===== src/rtl/riscv_mem_arbiter_if.sv =====
// Fetch, load/store and memory-side signals of the unified memory arbiter.
// slave = arbiter view, master = core/memory environment view.
interface riscv_mem_arbiter_if;
    logic        if_req;
    logic [31:0] if_addr;
    logic        if_gnt;
    logic        if_rvalid;
    logic [31:0] if_rdata;
    logic        if_err;

    logic        d_req;
    logic        d_we;
    logic [31:0] d_addr;
    logic [31:0] d_wdata;
    logic [2:0]  d_type;
    logic        d_gnt;
    logic        d_rvalid;
    logic [31:0] d_rdata;
    logic        d_err;

    logic        mem_req;
    logic        mem_we;
    logic [31:0] mem_addr;
    logic [3:0]  mem_be;
    logic [31:0] mem_wdata;
    logic        mem_ack;
    logic [31:0] mem_rdata;

    modport slave (
        input  if_req, if_addr, d_req, d_we, d_addr, d_wdata, d_type, mem_ack, mem_rdata,
        output if_gnt, if_rvalid, if_rdata, if_err, d_gnt, d_rvalid, d_rdata, d_err,
        output mem_req, mem_we, mem_addr, mem_be, mem_wdata
    );

    modport master (
        output if_req, if_addr, d_req, d_we, d_addr, d_wdata, d_type, mem_ack, mem_rdata,
        input  if_gnt, if_rvalid, if_rdata, if_err, d_gnt, d_rvalid, d_rdata, d_err,
        input  mem_req, mem_we, mem_addr, mem_be, mem_wdata
    );
endinterface


===== src/rtl/riscv_mem_arbiter.sv =====
// Shares one word-wide memory between RV32I fetch and load/store ports: round-robin
// grant in IDLE, byte-lane steering, load extension, alignment checks, request timeout.
module riscv_mem_arbiter #(
    parameter int unsigned TIMEOUT_CYCLES = 255
) (
    input  logic               clk,
    input  logic               rst_n,
    riscv_mem_arbiter_if.slave bus
);
    localparam logic [1:0] S_IDLE   = 2'd0;
    localparam logic [1:0] S_BUSY_I = 2'd1;
    localparam logic [1:0] S_BUSY_D = 2'd2;
    localparam logic [1:0] S_RESP   = 2'd3;

    logic [1:0]  r_state;
    logic        r_last_d;
    logic [31:0] r_cnt;
    logic        r_resp_d;
    logic        r_err;
    logic [31:0] r_rdata;
    logic [2:0]  r_type;
    logic [1:0]  r_off;
    logic        r_mem_req;
    logic        r_mem_we;
    logic [31:0] r_mem_addr;
    logic [31:0] r_mem_wdata;
    logic [3:0]  r_mem_be;

    logic        w_idle, w_resp, w_gnt_i, w_gnt_d, w_bad_i, w_bad_d, w_timeout;
    logic [3:0]  w_be;
    logic [31:0] w_wdata, w_lane, w_load;

    // On conflict the requester that did not win last time gets the grant.
    assign w_idle  = (r_state == S_IDLE);
    assign w_resp  = (r_state == S_RESP);
    assign w_gnt_i = w_idle && bus.if_req && (!bus.d_req || r_last_d);
    assign w_gnt_d = w_idle && bus.d_req && (!bus.if_req || !r_last_d);
    assign w_bad_i = (bus.if_addr[1:0] != 2'b00);

    always_comb begin
        w_bad_d = 1'b0;
        w_be    = 4'b1111;
        w_wdata = bus.d_wdata;
        case (bus.d_type)
            3'd0, 3'd3: begin
                w_be    = 4'b0001 << bus.d_addr[1:0];
                w_wdata = {4{bus.d_wdata[7:0]}};
            end
            3'd1, 3'd4: begin
                w_bad_d = bus.d_addr[0];
                w_be    = 4'b0011 << bus.d_addr[1:0];
                w_wdata = {2{bus.d_wdata[15:0]}};
            end
            3'd2:    w_bad_d = (bus.d_addr[1:0] != 2'b00);
            default: w_bad_d = 1'b1;
        endcase
    end

    assign w_lane = bus.mem_rdata >> {r_off, 3'b000};

    always_comb begin
        case (r_type)
            3'd0:    w_load = {{24{w_lane[7]}}, w_lane[7:0]};
            3'd1:    w_load = {{16{w_lane[15]}}, w_lane[15:0]};
            3'd3:    w_load = {24'd0, w_lane[7:0]};
            3'd4:    w_load = {16'd0, w_lane[15:0]};
            default: w_load = w_lane;
        endcase
    end

    // Abort on the wait cycle that brings the counter up to the limit.
    assign w_timeout = (TIMEOUT_CYCLES != 0) && ((r_cnt + 32'd1) == TIMEOUT_CYCLES);

    always_ff @(posedge clk or negedge rst_n) begin
        if (!rst_n) begin
            r_state     <= S_IDLE;
            r_last_d    <= 1'b0;
            r_cnt       <= '0;
            r_resp_d    <= 1'b0;
            r_err       <= 1'b0;
            r_rdata     <= '0;
            r_type      <= '0;
            r_off       <= '0;
            r_mem_req   <= 1'b0;
            r_mem_we    <= 1'b0;
            r_mem_addr  <= '0;
            r_mem_wdata <= '0;
            r_mem_be    <= '0;
        end else begin
            case (r_state)
                S_IDLE: begin
                    r_cnt <= '0;
                    if (w_gnt_i) begin
                        r_last_d <= 1'b0;
                        r_resp_d <= 1'b0;
                        r_type   <= 3'd2;
                        r_off    <= 2'b00;
                        if (w_bad_i) begin
                            r_state <= S_RESP;
                            r_err   <= 1'b1;
                            r_rdata <= '0;
                        end else begin
                            r_state     <= S_BUSY_I;
                            r_mem_req   <= 1'b1;
                            r_mem_we    <= 1'b0;
                            r_mem_addr  <= {bus.if_addr[31:2], 2'b00};
                            r_mem_be    <= 4'b1111;
                            r_mem_wdata <= '0;
                        end
                    end else if (w_gnt_d) begin
                        r_last_d <= 1'b1;
                        r_resp_d <= 1'b1;
                        r_type   <= bus.d_type;
                        r_off    <= bus.d_addr[1:0];
                        if (w_bad_d) begin
                            r_state <= S_RESP;
                            r_err   <= 1'b1;
                            r_rdata <= '0;
                        end else begin
                            r_state     <= S_BUSY_D;
                            r_mem_req   <= 1'b1;
                            r_mem_we    <= bus.d_we;
                            r_mem_addr  <= {bus.d_addr[31:2], 2'b00};
                            r_mem_be    <= w_be;
                            r_mem_wdata <= w_wdata;
                        end
                    end
                end
                S_BUSY_I, S_BUSY_D: begin
                    if (bus.mem_ack) begin
                        r_state   <= S_RESP;
                        r_mem_req <= 1'b0;
                        r_err     <= 1'b0;
                        if (r_state == S_BUSY_I) r_rdata <= bus.mem_rdata;
                        else                     r_rdata <= r_mem_we ? 32'd0 : w_load;
                    end else if (w_timeout) begin
                        r_state   <= S_RESP;
                        r_mem_req <= 1'b0;
                        r_err     <= 1'b1;
                        r_rdata   <= '0;
                    end else begin
                        r_cnt <= r_cnt + 32'd1;
                    end
                end
                default: begin
                    r_state <= S_IDLE;
                    r_err   <= 1'b0;
                    r_rdata <= '0;
                end
            endcase
        end
    end

    assign bus.if_gnt    = w_gnt_i;
    assign bus.d_gnt     = w_gnt_d;
    assign bus.if_rvalid = w_resp && !r_resp_d;
    assign bus.d_rvalid  = w_resp && r_resp_d;
    assign bus.if_rdata  = bus.if_rvalid ? r_rdata : 32'd0;
    assign bus.d_rdata   = bus.d_rvalid ? r_rdata : 32'd0;
    assign bus.if_err    = bus.if_rvalid && r_err;
    assign bus.d_err     = bus.d_rvalid && r_err;
    assign bus.mem_req   = r_mem_req;
    assign bus.mem_we    = r_mem_we;
    assign bus.mem_addr  = r_mem_addr;
    assign bus.mem_be    = r_mem_be;
    assign bus.mem_wdata = r_mem_wdata;
endmodule


===== src/flat_wrapper.sv =====
// flat-port wrapper written by rule: the top's interface ports become plain ports
module riscv_mem_arbiter_flat 
#(
    parameter int unsigned TIMEOUT_CYCLES = 255
)
  (clk, rst_n, bus_if_req, bus_if_addr, bus_d_req, bus_d_we, bus_d_addr, bus_d_wdata, bus_d_type, bus_mem_ack, bus_mem_rdata, bus_if_gnt, bus_if_rvalid, bus_if_rdata, bus_if_err, bus_d_gnt, bus_d_rvalid, bus_d_rdata, bus_d_err, bus_mem_req, bus_mem_we, bus_mem_addr, bus_mem_be, bus_mem_wdata);
  riscv_mem_arbiter_if bus_i ();
  input  logic clk;
  input  logic rst_n;
  input wire logic [$bits(bus_i.if_req)-1:0] bus_if_req;
  input wire logic [$bits(bus_i.if_addr)-1:0] bus_if_addr;
  input wire logic [$bits(bus_i.d_req)-1:0] bus_d_req;
  input wire logic [$bits(bus_i.d_we)-1:0] bus_d_we;
  input wire logic [$bits(bus_i.d_addr)-1:0] bus_d_addr;
  input wire logic [$bits(bus_i.d_wdata)-1:0] bus_d_wdata;
  input wire logic [$bits(bus_i.d_type)-1:0] bus_d_type;
  input wire logic [$bits(bus_i.mem_ack)-1:0] bus_mem_ack;
  input wire logic [$bits(bus_i.mem_rdata)-1:0] bus_mem_rdata;
  output wire logic [$bits(bus_i.if_gnt)-1:0] bus_if_gnt;
  output wire logic [$bits(bus_i.if_rvalid)-1:0] bus_if_rvalid;
  output wire logic [$bits(bus_i.if_rdata)-1:0] bus_if_rdata;
  output wire logic [$bits(bus_i.if_err)-1:0] bus_if_err;
  output wire logic [$bits(bus_i.d_gnt)-1:0] bus_d_gnt;
  output wire logic [$bits(bus_i.d_rvalid)-1:0] bus_d_rvalid;
  output wire logic [$bits(bus_i.d_rdata)-1:0] bus_d_rdata;
  output wire logic [$bits(bus_i.d_err)-1:0] bus_d_err;
  output wire logic [$bits(bus_i.mem_req)-1:0] bus_mem_req;
  output wire logic [$bits(bus_i.mem_we)-1:0] bus_mem_we;
  output wire logic [$bits(bus_i.mem_addr)-1:0] bus_mem_addr;
  output wire logic [$bits(bus_i.mem_be)-1:0] bus_mem_be;
  output wire logic [$bits(bus_i.mem_wdata)-1:0] bus_mem_wdata;
  assign bus_i.if_req = bus_if_req;
  assign bus_i.if_addr = bus_if_addr;
  assign bus_i.d_req = bus_d_req;
  assign bus_i.d_we = bus_d_we;
  assign bus_i.d_addr = bus_d_addr;
  assign bus_i.d_wdata = bus_d_wdata;
  assign bus_i.d_type = bus_d_type;
  assign bus_i.mem_ack = bus_mem_ack;
  assign bus_i.mem_rdata = bus_mem_rdata;
  assign bus_if_gnt = bus_i.if_gnt;
  assign bus_if_rvalid = bus_i.if_rvalid;
  assign bus_if_rdata = bus_i.if_rdata;
  assign bus_if_err = bus_i.if_err;
  assign bus_d_gnt = bus_i.d_gnt;
  assign bus_d_rvalid = bus_i.d_rvalid;
  assign bus_d_rdata = bus_i.d_rdata;
  assign bus_d_err = bus_i.d_err;
  assign bus_mem_req = bus_i.mem_req;
  assign bus_mem_we = bus_i.mem_we;
  assign bus_mem_addr = bus_i.mem_addr;
  assign bus_mem_be = bus_i.mem_be;
  assign bus_mem_wdata = bus_i.mem_wdata;
  riscv_mem_arbiter #(.TIMEOUT_CYCLES(TIMEOUT_CYCLES)) u_core (.clk(clk), .rst_n(rst_n), .bus(bus_i));
endmodule

===== config.mk =====
export PLATFORM = sky130hd
export DESIGN_NAME = riscv_mem_arbiter_flat
export DESIGN_NICKNAME = d
export VERILOG_FILES = /design/src/rtl/riscv_mem_arbiter_if.sv /design/src/rtl/riscv_mem_arbiter.sv /design/src/flat_wrapper.sv
export SDC_FILE = /design/constraint.sdc
export NUM_CORES = 1
export LEC_CHECK = 0
export BUFFER_PORTS_ARGS = -buffer_cell sky130_fd_sc_hd__clkbuf_2
export CORE_MARGIN = 8
export CORE_UTILIZATION = 40
export CTS_CLUSTER_SIZE = 12
export DETAILED_ROUTE_END_ITERATION = 12
export HOLD_SLACK_MARGIN = 0.03
export PLACE_DENSITY = 0.65
export SYNTH_ARGS = -nofsm -noshare
export SYNTH_HDL_FRONTEND = slang
export SYNTH_SLANG_ARGS = --single-unit

===== constraint.sdc =====
create_clock -name clk -period 7.5 [get_ports clk]
set_clock_uncertainty 0.05 [all_clocks]
set_input_delay 0.75 -clock clk [delete_from_list [all_inputs] [get_ports clk]]
set_output_delay 0.75 -clock clk [all_outputs]
set_load 0.1 [all_outputs]

; After elaboration in Yosys (flattened, before gate mapping)
; Cells that the tools add are included.
; Widths: inputs -> output; s select.
[classes]
reduce_logical = 29
eq_ne = 21
add_sub_neg = 1
n_mux = 61
n_shift = 3
[op_table]
columns = op, n
row1 = $mux 32, 20
row2 = $pmux 32 s2, 3
row3 = $pmux 32 s4, 1
row4 = $add 32x1->32 const B, 1
row5 = $eq 32x8->1 const B, 1
row6 = $shr 32x5->32, 1
row7 = $mux 1, 19
row8 = $mux 4, 4
row9 = $ne 3x3->1 const B, 5
row10 = $mux 2, 7
row11 = $eq 3x2->1 const B, 3
row12 = $logic_and 1x1->1, 8
row13 = $ne 2x2->1 const B, 4
row14 = $pmux 4 s2, 1
row15 = $reduce_and 4->1, 2
row16 = $reduce_bool 2->1, 4
row17 = $eq 3x1->1 const B, 2
row18 = $eq 3x3->1 const B, 2
row19 = $logic_not 3->1, 2
row20 = $mux 3, 2
row21 = $reduce_or 2->1, 3
row22 = $reduce_and 5->1, 1
row23 = $eq 2x2->1 const B, 2
row24 = $pmux 1 s2, 2
row25 = 11 further kinds, 15
[totals]
out_inout_bits = 140
reg_bits = 143
inputBits = 137

; Depth between registers and ports, before layout
; Gate-level depths: netlist of the first run.
[depth]
word_depth = 7
depth_mapped = 12
mapped_depth_nobuf = 9

; Worst setup path before layout of the first run
; OpenSTA, ideal clock, no wires.
[synth_path]
path_kind = reg2out
start = register u_core.r_state[0]
end = output port bus_if_rdata[22]
path_slack_ns = 3.919
arrival_time_ns = 2.781
required_time_ns = 6.700
stages_incl_launch_ff = 5
path_cell_list = dfrtp_1 -> ha_1 -> nor2b_1 -> clkbuf_1 -> and2_1
[synth_between]
elab_chain_len = 3
[synth_rtl]
columns = item, line
row1 = from (decl), riscv_mem_arbiter.sv:15  ; logic [1:0] r_state;
row2 = from (signal assigned), riscv_mem_arbiter.sv:76  ; r_state <= S_IDLE;
row3 = from (signal assigned), riscv_mem_arbiter.sv:99  ; r_state <= S_RESP;
row4 = from (signal assigned), riscv_mem_arbiter.sv:103  ; r_state <= S_BUSY_I;
row5 = $eq 2x2->1, riscv_mem_arbiter.sv:35  ; assign w_resp = (r_state == S_RESP);
row6 = $logic_and 1x1->1, riscv_mem_arbiter.sv:156  ; assign bus.if_rvalid = w_resp && !r_resp_d;
row7 = via bus_if_rvalid, flat_wrapper.sv:20  ; output wire logic [$bits(bus_i.if_rvalid)-1:0] bus_if_rvalid;
row8 = $mux 32, riscv_mem_arbiter.sv:158  ; assign bus.if_rdata = bus.if_rvalid ? r_rdata : 32'd0;
row9 = to (decl), flat_wrapper.sv:21  ; output wire logic [$bits(bus_i.if_rdata)-1:0] bus_if_rdata;
; The timed path passes the listed nets, and every way through them passes these cells.

; Worst setup path in the final report of the first run
[layout_path]
start = register u_core.r_cnt[1]
end = register u_core.r_rdata[26]
[layout_between]
elab_chain_len = 4
[layout_rtl]
columns = item, line
row1 = from (decl), riscv_mem_arbiter.sv:17  ; logic [31:0] r_cnt;
row2 = from (signal assigned), riscv_mem_arbiter.sv:142  ; r_cnt <= r_cnt + 32'd1;
row3 = $add 32x1->32, riscv_mem_arbiter.sv:72  ; assign w_timeout = (TIMEOUT_CYCLES != 0) && ((r_cnt + 32'd1) == TIMEOUT_CYCLES);
row4 = $eq 32x8->1, riscv_mem_arbiter.sv:72
row5 = $ne 3x2->1 (no line), --
row6 = $reduce_and 4->1 (no line), --
row7 = to (signal assigned), riscv_mem_arbiter.sv:134  ; if (r_state == S_BUSY_I) r_rdata <= bus.mem_rdata;
row8 = to (signal assigned), riscv_mem_arbiter.sv:135  ; else r_rdata <= r_mem_we ? 32'd0 : w_load;
row9 = to (decl), riscv_mem_arbiter.sv:20  ; logic [31:0] r_rdata;
; Every way passes these cells.
; A chain may end at the register's enable or synchronous reset.

==> flow_summary.ini, run 1 <==
[status]
status = finished clean

[synthesis]
synth_seq_cells = 141
synth_top_area_share_pct = 40.4
netlist-cell-type-count = 63
synthFlopType = dfrtp_1
synthTopCellsByArea = dfrtp_1 40%, nand2_1 6.7%, nor2_1 4.4%
yosysWarningCount = 0
synth_area_mm2 = 0.00874
synthCells = 1048
synth_largest_area_cell = dfrtp_1
synth_area_per_cell_um2 = 8.34
yosysSeqAreaShare_pct = 40.4
synth_edf_count = 0
async_flop_share_pct = 100

[sta]
hold-worst-slack_ps = 274
fin_crit_sh_pct = 60.3
tightest_slew_ps = 1210
maxSlewHeadroom_pct = 19.1
hold_violations = 0
drv_slew = 0
min_period_ps = 4520
rsz0062_at_grt = no
finalSetupTns_ps = 0
setup_viol = 0
maxClockFrequency_mhz = 221

[clock_tree]
cts_made_buffers = 17
cts_resized = 0
clock_latency_ps = 430
cts.path.max_buffers = 2
htreeDepth = 4
cts_root_buf = clkbuf_16
cts_tree = done
post_cts_buffers = 0
cts_hold_buffers = 0
clock-sinks = 141
path_clk_slew_ps = 70

[floorplanning]
dieArea_mm2 = 0.0268
core_area_mm2 = 0.0216
die_h_um = 164
io_pins = 277
rows = 54
initial_core_util_pct = 40.4
fp.dieW_um = 164

[detailed_routing]
viasPerCell = 5.58
first_pass_iters = 5
postRouteAntennaNets = 0
avgRoutedWirePerCell_um = 18.4
wl_um = 28600
drt-initial-drc-count = 700
drc = 0
via_count = 8683

[global_route]
grt_pass1_vias = 8277
grt_max_degree = 75
grt_antenna_before_repair = 0
grt_usage_pct = 20.8
overflow = 0
grt_pass1_wl_um = 44700

[hold_path]
hp-class = primary input to asynchronous set/reset pin

[critical_path]
arrival_ps = 4780
max_stage_delay_ps = 820
crit_required_ps = 7760
start_kind = register
path_max_fanout = 32
critical_path.cell_chain = ha_1, nand3_2, nor4_4, and2_1, a41oi_1, or4_1, or4_1, a21o_1, a21o_1
endpoint_kind = register
worstSetupPathType = register to register
r2r_setup_slack_ps = 2980
cp_slowest_cell = nor4_4

[job]
drv_cap = 0

[finish]
nNetsFinal = 1405
utilization_pct = 50.1
area_delta_synth_final_pct = 23.8
final-seq-area_mm2 = 0.00353
fillers = 2123
layout-drive-gt1-share_pct = 26.4
diodes = 0
multiInputGateArea_mm2 = 0.00478

[place]
post-dp-hpwl_um = 20600
routabilityCongestion = 0.902
portBuffers = 274

[pwr]
ir_drop_uv = 405
power_leakage_nw = 5.38
power-per-cell-area_mw_per_mm2 = 483
-- cell families after synthesis --
family	count (synthesis)	share of synthesized area (%)
xor+xnor	15	1.59
buf+inv	112	5.17
fa+ha+maj	6	0.859
other cells	1	0.0429
flops	141	40.4
simple gates	464	25.9
mux	38	4.52
compound gates	271	21.6
-- cell type report --
class	instances	area share [%]
Multi-Input combinational cell	796	44.2
Sequential cell	141	32.6
Timing Repair Buffer	286	13.6
Clock buffer	18	4.06
Tap cell	280	3.24
Clock inverter	14	1.68
Inverter	20	0.693
-- synthesized netlist by cell type, types with 5 or more instances --
master,number
a32oi_1,8
and3_1,43
nor2_1,103
a211o_1,15
a21oi_1,40
o31ai_1,25
a22oi_1,11
o211ai_1,5
nand3_1,31
buf_1,8
o221ai_1,8
nor4_1,13
ha_1,6
clkbuf_1,73
a22o_1,5
mux2i_1,35
or4_1,5
nand2b_1,5
o2bb2ai_1,26
or3_1,12
dfrtp_1,141
xnor2_1,11
nand4_1,18
buf_2,7
inv_1,20
nand2_1,156
o21ai_0,46
nor3_1,11
a21o_1,17
nor2b_1,11
and2_1,37
a31oi_1,38
-- cells in the final DEF (no fill, tap or decap), types with 17 or more instances in the layout --
| master | n |
|---|---|
| clkbuf_2 | 273 |
| nand2_1 | 156 |
| dfrtp_1 | 141 |
| nor2_1 | 101 |
| o21ai_0 | 45 |
| and3_1 | 43 |
| a21oi_1 | 39 |
| a31oi_1 | 38 |
| and2_1 | 37 |
| mux2i_1 | 35 |
| nand3_1 | 31 |
| o2bb2ai_1 | 26 |
| o31ai_1 | 25 |
| inv_1 | 20 |
| nand4_1 | 18 |
| a21o_1 | 17 |
| clkbuf_16 | 17 |
-- sequential cells by signal, indices dropped and copies added, names as in the netlist --
register              cells
u_core.bus.mem_addr      30
u_core.r_off              2
u_core.r_err              1
u_core.bus.mem_req        1
u_core.bus.mem_be         4
u_core.r_resp_d           1
u_core.r_type             3
u_core.bus.mem_wdata     32
u_core.r_cnt             32
u_core.r_rdata           32
u_core.r_state            2
u_core.bus.mem_we         1
-- path summary, 6_finish.rpt --
check	start	end	depth (start not counted)
setup / recovery	u_core.r_cnt[1]$_DFFE_PN0P_	u_core.r_rdata[26]$_DFFE_PN0P_	9
hold / removal	rst_n	u_core.bus.mem_addr[13]$_DFFE_PN0P_	1
setup reg to reg	u_core.r_cnt[1]$_DFFE_PN0P_	u_core.r_rdata[26]$_DFFE_PN0P_	9
hold reg to reg	u_core.bus.mem_be[1]$_DFFE_PN0P_	u_core.bus.mem_be[1]$_DFFE_PN0P_	2
max in group asynchronous	rst_n	u_core.bus.mem_addr[2]$_DFFE_PN0P_	2
min in group clk	u_core.bus.mem_be[1]$_DFFE_PN0P_	u_core.bus.mem_be[1]$_DFFE_PN0P_	2
-- routing by layer --
layer  vias to the layer above  GRT usage (%)  part of all wire [%]
li1                       4218              -                     -
met1                      4094           27.8                    44
met2                       342           32.0                    45
met3                        29           6.12                   9.1
met4                         0           6.12                   1.4
met5                         -              0                     0
-- stage by stage --
stage,setup slack (ps),std cells,cell area (um^2),power (mW)
2_1_floorplan,3920,1049,8750,3.74
3_3_place_gp,3140,1523,10200,4.32
3_5_place_dp,3030,1523,10200,4.35
4_1_cts,3040,1555,10800,5.26
5_1_grt,2740,1555,10800,5.52
6_report,2980,1555,10800,5.23
-- report_power, final --
group	switching (mW)	total, mW	internal, mW
combinational	2.47	3.08	0.608
clock	0.361	0.898	0.538
sequential	0.232	1.25	1.02
total	3.06	5.23	2.17
-- critical path: cells and delay by family (launching register included) --
family,cells,cell delay [ps]
AOI/OAI and AO/OA,3,1130
adders and majority gates,1,240
DFF,1,420
and+or+nand+nor,5,2560
(Power assumes the default switching activity.)
==> run 2: changes to the inputs <==
--- a/config.mk
+++ b/config.mk
@@ -5,6 +5,7 @@
 export SDC_FILE = /design/constraint.sdc
 export NUM_CORES = 1
 export LEC_CHECK = 0
+export ABC_AREA = 1
 export BUFFER_PORTS_ARGS = -buffer_cell sky130_fd_sc_hd__clkbuf_2
 export CORE_MARGIN = 8
 export CORE_UTILIZATION = 40
==> constraint.sdc (replaced) <==
create_clock -name clk -period 4.6 [get_ports clk]
set_clock_uncertainty 0.05 [all_clocks]
set_input_delay 0.46 -clock clk [delete_from_list [all_inputs] [get_ports clk]]
set_output_delay 0.46 -clock clk [all_outputs]
set_load 0.1 [all_outputs]
==> run 2 against run 1 <==
Worst setup slack got worse by 1700 ps. Global-route usage up 0.72 points. Sequential power grew 58%. Combinational power is 69% higher. Largest power group unchanged.
==> flow_summary.ini, run 2 <==
[synthesis]
synth_area_per_cell_um2 = 6.75
synthCells = 1313
yosysSeqAreaShare_pct = 39.8
synth_most_common_cell = nand2_1
synth_top_area_share_pct = 39.8
netlist-cell-type-count = 37
synth_largest_area_cell = dfrtp_1
synth_area_mm2 = 0.00886
yosysWarningCount = 0
synthFlopType = dfrtp_1
synthTopCellsByCount = 390 x nand2_1, 179 x nor2_1, 141 x dfrtp_1, 138 x inv_1, 92 x o21ai_0
synth_edf_count = 0
async_flop_share_pct = 100
synth_seq_cells = 141
synthTopCellsByArea = dfrtp_1 40%, nand2_1 17%, nor2_1 7.6%

[place]
routabilityCongestion = 0.907
placed_cells = 1803
place_area_mm2 = 0.0103
post-dp-hpwl_um = 21500
portBuffers = 274
place_ws_ps = 1330

[floorplanning]
fp.dieW_um = 165
io_pins = 277
initial_core_util_pct = 40.7
dieArea_mm2 = 0.0272
rows = 54
die_h_um = 165
core_area_mm2 = 0.0218

[detailed_routing]
wl_um = 29200
drt-initial-drc-count = 796
via_count = 9438
postRouteAntennaNets = 0
first_pass_iters = 5
drc = 0
viasPerCell = 5.14
avgRoutedWirePerCell_um = 15.9

[critical_path]
endpoint_kind = register
max_stage_delay_ps = 480
start_kind = register
worstSetupEndpoint = u_core.r_cnt[9]$_DFFE_PN0P_
critical_path.cell_chain = ha_1, nand2_2, nor2_8, nand2_4, nor2_4, nand2_1, nand2_1, nand2_1, nor2_1, nand2_1, nor2_1, nand3_1, nand2_4, nand2_2, o21ai_0
worstSetupPathType = register to register
critPathTopFamily = simple AND/OR/NAND/NOR gates
cp-startpoint = u_core.r_cnt[1]$_DFFE_PN0P_
r2r-start = u_core.r_cnt[1]$_DFFE_PN0P_
crit_top_cell = nand2_1
path_max_fanout = 52
ff2ff_path_depth = 15
worst-path-buf-inv = 0
reg2reg_to = u_core.r_cnt[9]$_DFFE_PN0P_
cp_slowest_cell = nand2_2
cp.depth = 15
arrival_ps = 3590
r2r_setup_slack_ps = 1290
crit_required_ps = 4870

[clock_tree]
clock-sinks = 141
clock_latency_ps = 420
cts.path.max_buffers = 2
post_cts_buffers = 0
cts_tree = done
htreeDepth = 4
cts_made_buffers = 17
cts_root_buf = clkbuf_16
path_clk_slew_ps = 70

[finish]
layout_commonest_cell = nand2_1
fillers = 2216
fin_cells = 1835
area_delta_synth_final_pct = 23.3
layout-drive-gt1-share_pct = 21.8
multiInputGateArea_mm2 = 0.00444
design_area_mm2 = 0.0109
final-seq-area_mm2 = 0.00353
diodes = 0
nNetsFinal = 1686
layout_common_cells = 390 x nand2_1, 273 x clkbuf_2, 178 x nor2_1
utilization_pct = 50.2

[global_route]
grt_max_degree = 59
grt_pass1_wl_um = 46900
overflow = 0
grt_pass1_vias = 9116
grt_antenna_before_repair = 0
grt_usage_pct = 21.5

[pwr]
power_leakage_nw = 5.46
ir_drop_uv = 1030
finalPower_mw = 8.55
power-per-cell-area_mw_per_mm2 = 783

[sta]
fin_crit_sh_pct = 72.0
fin_ws_ps = 1290
maxSlewHeadroom_pct = 15.5
tightest_slew_ps = 1270
min_period_ps = 3310
hold_violations = 0
drv_slew = 0
maxClockFrequency_mhz = 302
finalSetupTns_ps = 0
setup_viol = 0
hold-worst-slack_ps = 219
rsz0062_at_grt = no

[status]
status = finished clean

[job]
drv_cap = 0

[hold_path]
hp-class = primary input to register
run 2: cell count changes after synthesis, moves of 43 or more:
| cell | delta |
|---|---|
| inv_1 | +118 |
| nand3_1 | +54 |
| nand2_1 | +234 |
| o21ai_0 | +46 |
| and3_1 | -43 |
| nor2_1 | +76 |
run 2: area by class of cell:
cell class                 count  share of cell area (%)
clock inverter                12                    1.26
clock buffer                  19                    4.06
timing repair buffer         287                    13.6
sequential                   141                    32.3
tap                          280                    3.21
inverter                     140                    4.81
multi-input combinational    956                    40.7
run 2: kinds of logic (layout without fill, tap and decap cells):
family | count (synthesis) | in the layout | share of synthesized area, %
fa+ha+maj | 6 | 6 | 0.848
flops | 141 | 141 | 39.8
simple gates | 714 | 714 | 33.8
compound gates | 227 | 227 | 14.5
other cells | 1 | 2 | 0.0423
buf+inv | 217 | 458 | 10.3
xor+xnor | 7 | 7 | 0.692
run 2: worst reg2reg max path, stage by stage, from the launching register on:
cell	delay, ps
dfrtp_1	410
ha_1	200
nand2_2	110
nor2_8	170
nand2_4	70
nor2_4	230
nand2_1	80
nand2_1	60
nand2_1	60
nor2_1	100
nand2_1	60
nor2_1	190
nand3_1	150
nand2_4	450
nand2_2	500
o21ai_0	330
run 2: per-layer routing:
metal | routed length (um) | part of all wire, % | GRT usage, % | vias to the layer above
met2 | 13300 | 46 | 34.2 | 357
met4 | 649 | 2.2 | 7.33 | 0
met1 | 12400 | 43 | 27.2 | 4336
met3 | 2820 | 9.7 | 6.58 | 46
li1 | - | - | - | 4699
met5 | 0 | 0 | 0 | -
run 2: report_power, final:
group | switching, mW | total (mW) | leakage (nW) | internal [mW]
clock network | 0.565 | 1.38 | 0.280 | 0.815
logic | 4.26 | 5.19 | 3.40 | 0.927
registers | 0.318 | 1.98 | 1.78 | 1.66
run 2: worst min-delay path by stage:
stage	cells after the start	to	slack, ps	start
3_5_place_dp	1	u_core.bus.mem_wdata[5]$_DFFE_PN0P_	360	rst_n
2_1_floorplan	0	u_core.bus.mem_addr[10]$_DFFE_PN0P_	110	rst_n
3_3_place_gp	1	u_core.bus.mem_wdata[5]$_DFFE_PN0P_	360	rst_n
5_1_grt	3	u_core.bus.mem_addr[15]$_DFFE_PN0P_	220	bus_if_addr[15]
6_report	3	u_core.bus.mem_addr[15]$_DFFE_PN0P_	220	bus_d_addr[15]
4_1_cts	3	u_core.bus.mem_addr[15]$_DFFE_PN0P_	200	bus_d_addr[15]
run 2: what timing repair did:
action | in CTS | in global routing
endpoints found under the hold margin | 44 | 0
gates resized for setup | 0 | 0
hold buffers | 1 | 0
endpoints found under the setup margin | 0 | 0
